[src/rtl/hz_countdown_timer.sv]
// MM:SS BCD countdown timer driven by the Hz divider square wave.
// Offers load/start/pause control, a one-clock done pulse and an alarm window.
module hz_countdown_timer #(
    parameter int SYNC_STAGES = 2,
    parameter int ALARM_SECS  = 5
) (
    input  logic       clk,
    input  logic       reset,
    input  logic       hz_in,
    input  logic       load,
    input  logic [7:0] load_min,
    input  logic [7:0] load_sec,
    input  logic       start,
    input  logic       pause,
    output logic [7:0] min_bcd,
    output logic [7:0] sec_bcd,
    output logic       running,
    output logic       done,
    output logic       alarm
);
    typedef enum logic [1:0] {
        S_IDLE,
        S_RUN,
        S_PAUSE,
        S_ALARM
    } state_e;

    localparam logic [3:0] ALARM_LAST = 4'(ALARM_SECS - 1);

    state_e                 state_q, state_d;
    logic [SYNC_STAGES-1:0] sync_q;
    logic                   prev_q;
    logic                   tick;
    logic [7:0]             min_q, min_d;
    logic [7:0]             sec_q, sec_d;
    logic [3:0]             acnt_q, acnt_d;
    logic                   done_q, done_d;
    logic                   run_q, alarm_q;
    logic [15:0]            ld_t, dec_t;
    logic                   time_zero;

    function automatic logic [3:0] sat(input logic [3:0] d,
                                       input logic [3:0] lim);
        return (d > lim) ? lim : d;
    endfunction

    function automatic logic [15:0] bcd_dec(input logic [15:0] t);
        logic [3:0] mt, mo, st, so;
        {mt, mo, st, so} = t;
        if (so != 4'd0) begin
            so = so - 4'd1;
        end else begin
            so = 4'd9;
            if (st != 4'd0) begin
                st = st - 4'd1;
            end else begin
                st = 4'd5;
                if (mo != 4'd0) begin
                    mo = mo - 4'd1;
                end else begin
                    mo = 4'd9;
                    mt = mt - 4'd1;
                end
            end
        end
        return {mt, mo, st, so};
    endfunction

    assign tick      = sync_q[SYNC_STAGES-1] & ~prev_q;
    assign ld_t      = {sat(load_min[7:4], 4'd9), sat(load_min[3:0], 4'd9),
                        sat(load_sec[7:4], 4'd5), sat(load_sec[3:0], 4'd9)};
    assign dec_t     = bcd_dec({min_q, sec_q});
    assign time_zero = ({min_q, sec_q} == 16'h0000);

    always_comb begin
        state_d = state_q;
        min_d   = min_q;
        sec_d   = sec_q;
        acnt_d  = acnt_q;
        done_d  = 1'b0;
        unique case (state_q)
            S_IDLE: begin
                if (load) begin
                    {min_d, sec_d} = ld_t;
                end else if (start && !time_zero) begin
                    state_d = S_RUN;
                end
            end
            S_RUN: begin
                // Expiry outranks a pause landing on the final tick.
                if (tick) begin
                    {min_d, sec_d} = dec_t;
                    if (dec_t == 16'h0000) begin
                        done_d  = 1'b1;
                        acnt_d  = 4'd0;
                        state_d = S_ALARM;
                    end else if (pause) begin
                        state_d = S_PAUSE;
                    end
                end else if (pause) begin
                    state_d = S_PAUSE;
                end
            end
            S_PAUSE: begin
                if (load) begin
                    {min_d, sec_d} = ld_t;
                    state_d        = S_IDLE;
                end else if (start) begin
                    state_d = S_RUN;
                end
            end
            S_ALARM: begin
                if (load) begin
                    {min_d, sec_d} = ld_t;
                    state_d        = S_IDLE;
                end else if (tick) begin
                    if (acnt_q == ALARM_LAST) begin
                        state_d = S_IDLE;
                    end else begin
                        acnt_d = acnt_q + 4'd1;
                    end
                end
            end
        endcase
    end

    always_ff @(posedge clk or negedge reset) begin
        if (!reset) begin
            state_q <= S_IDLE;
            sync_q  <= '0;
            prev_q  <= 1'b0;
            min_q   <= 8'h00;
            sec_q   <= 8'h00;
            acnt_q  <= 4'd0;
            done_q  <= 1'b0;
            run_q   <= 1'b0;
            alarm_q <= 1'b0;
        end else begin
            state_q <= state_d;
            sync_q  <= {sync_q[SYNC_STAGES-2:0], hz_in};
            prev_q  <= sync_q[SYNC_STAGES-1];
            min_q   <= min_d;
            sec_q   <= sec_d;
            acnt_q  <= acnt_d;
            done_q  <= done_d;
            run_q   <= (state_d == S_RUN);
            alarm_q <= (state_d == S_ALARM);
        end
    end

    assign min_bcd = min_q;
    assign sec_bcd = sec_q;
    assign running = run_q;
    assign done    = done_q;
    assign alarm   = alarm_q;
endmodule

[config.mk]
export PLATFORM = sky130hd
export DESIGN_NAME = hz_countdown_timer
export DESIGN_NICKNAME = d
export VERILOG_FILES = /design/src/rtl/hz_countdown_timer.sv
export SDC_FILE = /design/constraint.sdc
export NUM_CORES = 1
export LEC_CHECK = 0
export CELL_PAD_IN_SITES_DETAIL_PLACEMENT = 1
export CELL_PAD_IN_SITES_GLOBAL_PLACEMENT = 2
export CORE_MARGIN = 5
export CORE_UTILIZATION = 31
export DETAILED_ROUTE_END_ITERATION = 10
export GPL_TIMING_DRIVEN = 0
export PLACE_DENSITY = 0.8
export SLEW_MARGIN = 25
export SYNTH_ARGS = -nofsm -noshare
export SYNTH_HDL_FRONTEND = slang
export SYNTH_SLANG_ARGS = --single-unit
[constraint.sdc]
create_clock -name clk -period 3.9 [get_ports clk]
set_clock_uncertainty 0.2 [all_clocks]
set_input_delay 0.78 -clock clk [delete_from_list [all_inputs] [get_ports clk]]
set_output_delay 0.78 -clock clk [all_outputs]
set_load 0.05 [all_outputs]
==> flow_metrics.py <==
metrics = {
    "outcome": {
        "outcome": "finished, final reports clean",
    },
    "power_and_ir_drop": {
        "p_per_area_nw_per_um2": 749,
        "p_seq_share_pct": 31.0,
        "p_leak_nw": 0.877,
        "netSwitchingPower_mw": 0.815,
        "p_comb_share_pct": 54.9,
        "internal_power_mw": 0.857,
        "clkPwrFrac_pct": 14.1,
        "swShare_pct": 48.8,
        "vdd.ir_drop.worst_mv": 0.315,
    },
    "synth": {
        "synth_top_area_share_pct": 41.8,
        "yosysMostFrequentCell": "dfrtp_1",
        "synth_top_family_by_area": "compound AO/OA/AOI/OAI gates",
        "synth-xor-area-share_pct": 0.522,
        "yosys.cell_types.count": 49,
        "yosysWarnings": 0,
        "ys_ff_latch": 28,
        "netlist_instances": 187,
        "synthFlopType": "dfrtp_1",
        "synth_async_sr_flop_share_pct": 100,
        "synth_edf_count": 0,
        "yosysTopAreaCell": "dfrtp_1",
        "synth.area.mux_share_pct": 1.79,
        "synthSimpleGateAreaFrac_pct": 23.5,
        "yosys-top-cells-area": "dfrtp_1, o21ai_0, a21oi_1",
        "synth-compound-area-share_pct": 25.8,
        "synthAdderAreaFrac_pct": 2.99,
        "syn_avg_cell_area_um2": 8.97,
        "synth_fp_nets": 213,
        "synth_seq_area_share_pct": 41.8,
        "syn_area_um2": 1680,
        "ys_top_cells_by_count": "dfrtp_1, o21ai_0, nor2_1",
    },
    "sta": {
        "hold_ws_ns": 0.166,
        "worstMarginPinSlew_ns": 0.660,
        "period_minus_slack_ns": 2.74,
        "max_freq_ghz": 0.365,
        "rsz0062_at_grt": "false",
        "min_period_over_period_pct": 70.2,
        "setup_violations": 0,
        "setup_tns_ns": 0,
        "hold_viol": 0,
        "slew_viol_final": 0,
        "slew_headroom_pct": 56.0,
    },
    "global_routing": {
        "grt_pass1_wl_mm": 8.36,
        "grt.total_usage_pct": 14.4,
        "grt_pass1_vias": 1655,
        "grt.overflow.total": 0,
        "antenna_found_initial": 0,
        "grt_max_degree": 29,
    },
    "placed_design": {
        "dp_hpwl_mm": 3.75,
        "gp_congestion": 0.790,
        "io_buffers": 40,
    },
    "drt": {
        "routedWlPerCell_um": 16.4,
        "vias": 1571,
        "ant_nets": 0,
        "routed_via_density": 5.22,
        "routed_wl_mm": 4.93,
        "first_pass_iters": 4,
        "drt-initial-drc-count": 65,
        "drc_errors": 0,
    },
    "critical_path": {
        "path_class": "input port to register",
        "cp-end-kind": "register",
        "crit_fanout": 8,
        "crit_arrival_ns": 2.75,
        "critPathLaunchType": "input port",
        "critical_path_required_ns": 3.91,
    },
    "floorplan": {
        "die_h_um": 83.5,
        "initial_core_util_pct": 32.4,
        "rows": 26,
        "fp.dieW_um": 83.5,
        "ioPinCount": 41,
        "coreArea_um2": 5170,
        "dieArea_um2": 6980,
    },
    "cts": {
        "hold_buffers": 0,
        "cts.path.max_buffers": 2,
        "tritoncts": "yes",
        "clock-sinks": 28,
        "cts_buffers": 3,
        "postCtsSetupBuffers": 0,
        "clock_tree.root_cell": "clkbuf_8",
        "h-tree-depth": 1,
        "clkLatencyLatePin_ns": 0.28,
        "clk_pin_slew_ns": 0.11,
        "ctsResizeCount": 0,
    },
    "layout": {
        "syn_to_final_growth_pct": 33.1,
        "fin_nets": 258,
        "drive_gt1_share_pct": 7.79,
        "n_antenna_cell": 0,
    },
    "worst_hold_path": {
        "min-delay-path-class": "register to register",
    },
    "run": {
        "maxCapViolCount": 0,
    },
}
area by class of cell:
| type | count | area (um^2) |
|---|---|---|
| inverters | 7 | 26.3 |
| multi-input cells | 143 | 916 |
| repair buffers | 40 | 395 |
| flip-flops and latches | 28 | 701 |
| fillers | 614 | 2940 |
| well taps | 70 | 87.6 |
| plain buffers | 9 | 33.8 |
| clock inverters | 1 | 30.0 |
| clock buffers | 3 | 41.3 |
per-stage QoR:
step / util, % / worst slack (ns) / instances / total power [mW] / area [um^2]
CTS: 43.1 / 1.14 / 301 / 1.69 / 2230
global route: 43.1 / 1.03 / 301 / 1.79 / 2230
finish: 43.1 / 1.16 / 301 / 1.67 / 2230
detailed placement: 41.8 / 0.849 / 297 / 1.45 / 2160
global placement: 41.8 / 0.871 / 297 / 1.44 / 2160
floorplan: - / 1.38 / 187 / 1.13 / 1680
routing by layer:
layer	part of all wire, %	vias to the layer above	track usage (%)
met3	3.2	2	1.68
met1	50	772	20.6
met2	46	25	23.3
met5	0	-	0
li1	-	772	-
met4	0.73	0	3.36
logic make-up after synthesis:
family / Yosys count
muxes: 3
buffers and inverters: 16
adders and majority gates: 4
xor gates and xnor gates: 1
DFF: 28
and+or+nand+nor: 67
AOI/OAI and AO/OA: 68
cell usage in the layout, fill, tap and decap left out, types with 2 or more instances in the layout:
master,Yosys,routed
clkbuf_1,9,9
inv_1,7,7
nand2b_1,3,3
or4_4,2,2
o21a_1,4,4
or4_1,2,2
nor2_1,16,16
mux2i_1,3,3
o22ai_1,2,2
o22a_1,2,2
dfrtp_1,28,28
a211oi_1,2,2
a21oi_1,15,15
nor4_1,4,4
nand3b_1,3,3
a21boi_0,2,2
clkdlybuf4s50_1,0,39
o2bb2ai_1,3,3
o21ai_0,22,22
or3_1,2,2
ha_1,4,4
a31oi_1,4,4
and2_1,2,2
nand2_1,13,13
nor3_1,5,5
clkbuf_8,0,3
nand3_1,2,2
or2_2,2,2
nor2b_1,2,2
worst paths after layout:
check                                start         end  slack (ns)  depth (start not counted)
worst max register to register  sec_bcd[1]  min_bcd[5]        1.37                          4
worst max-delay path                  load   acnt_q[2]        1.16                          7
min in group asynchronous            reset   sync_q[0]        0.32                          1
worst min register to register   sync_q[0]   sync_q[1]        0.17                          0
worst min-delay path             sync_q[0]   sync_q[1]        0.17                          0
max in group asynchronous            reset  min_bcd[3]        2.75                          1
power groups by stage:
stage               logic (mW)  registers (mW)  clock network [mW]
CTS                      0.932           0.518               0.243
global placement         0.918           0.521                   0
global route             0.997           0.538               0.256
finish                   0.918           0.518               0.236
detailed placement       0.928           0.523                   0
floorplan                0.386           0.739                   0
worst max-delay path: stages:
cell and delay (ns):
clkdlybuf4s50_1 0.52, nand2b_1 0.23, or4b_2 0.61, clkbuf_1 0.21, nand3b_1 0.19, o21ai_0 0.09
o2bb2ai_1 0.13
registers in the layout (all words and copies together) (netlist names):
signal	flops
min_bcd	8
sec_bcd	8
acnt_q	4
state_q	2
sync_q	2
alarm	1
done	1
prev_q	1
running	1
Note: power is estimated with default switching activity, not from simulation.
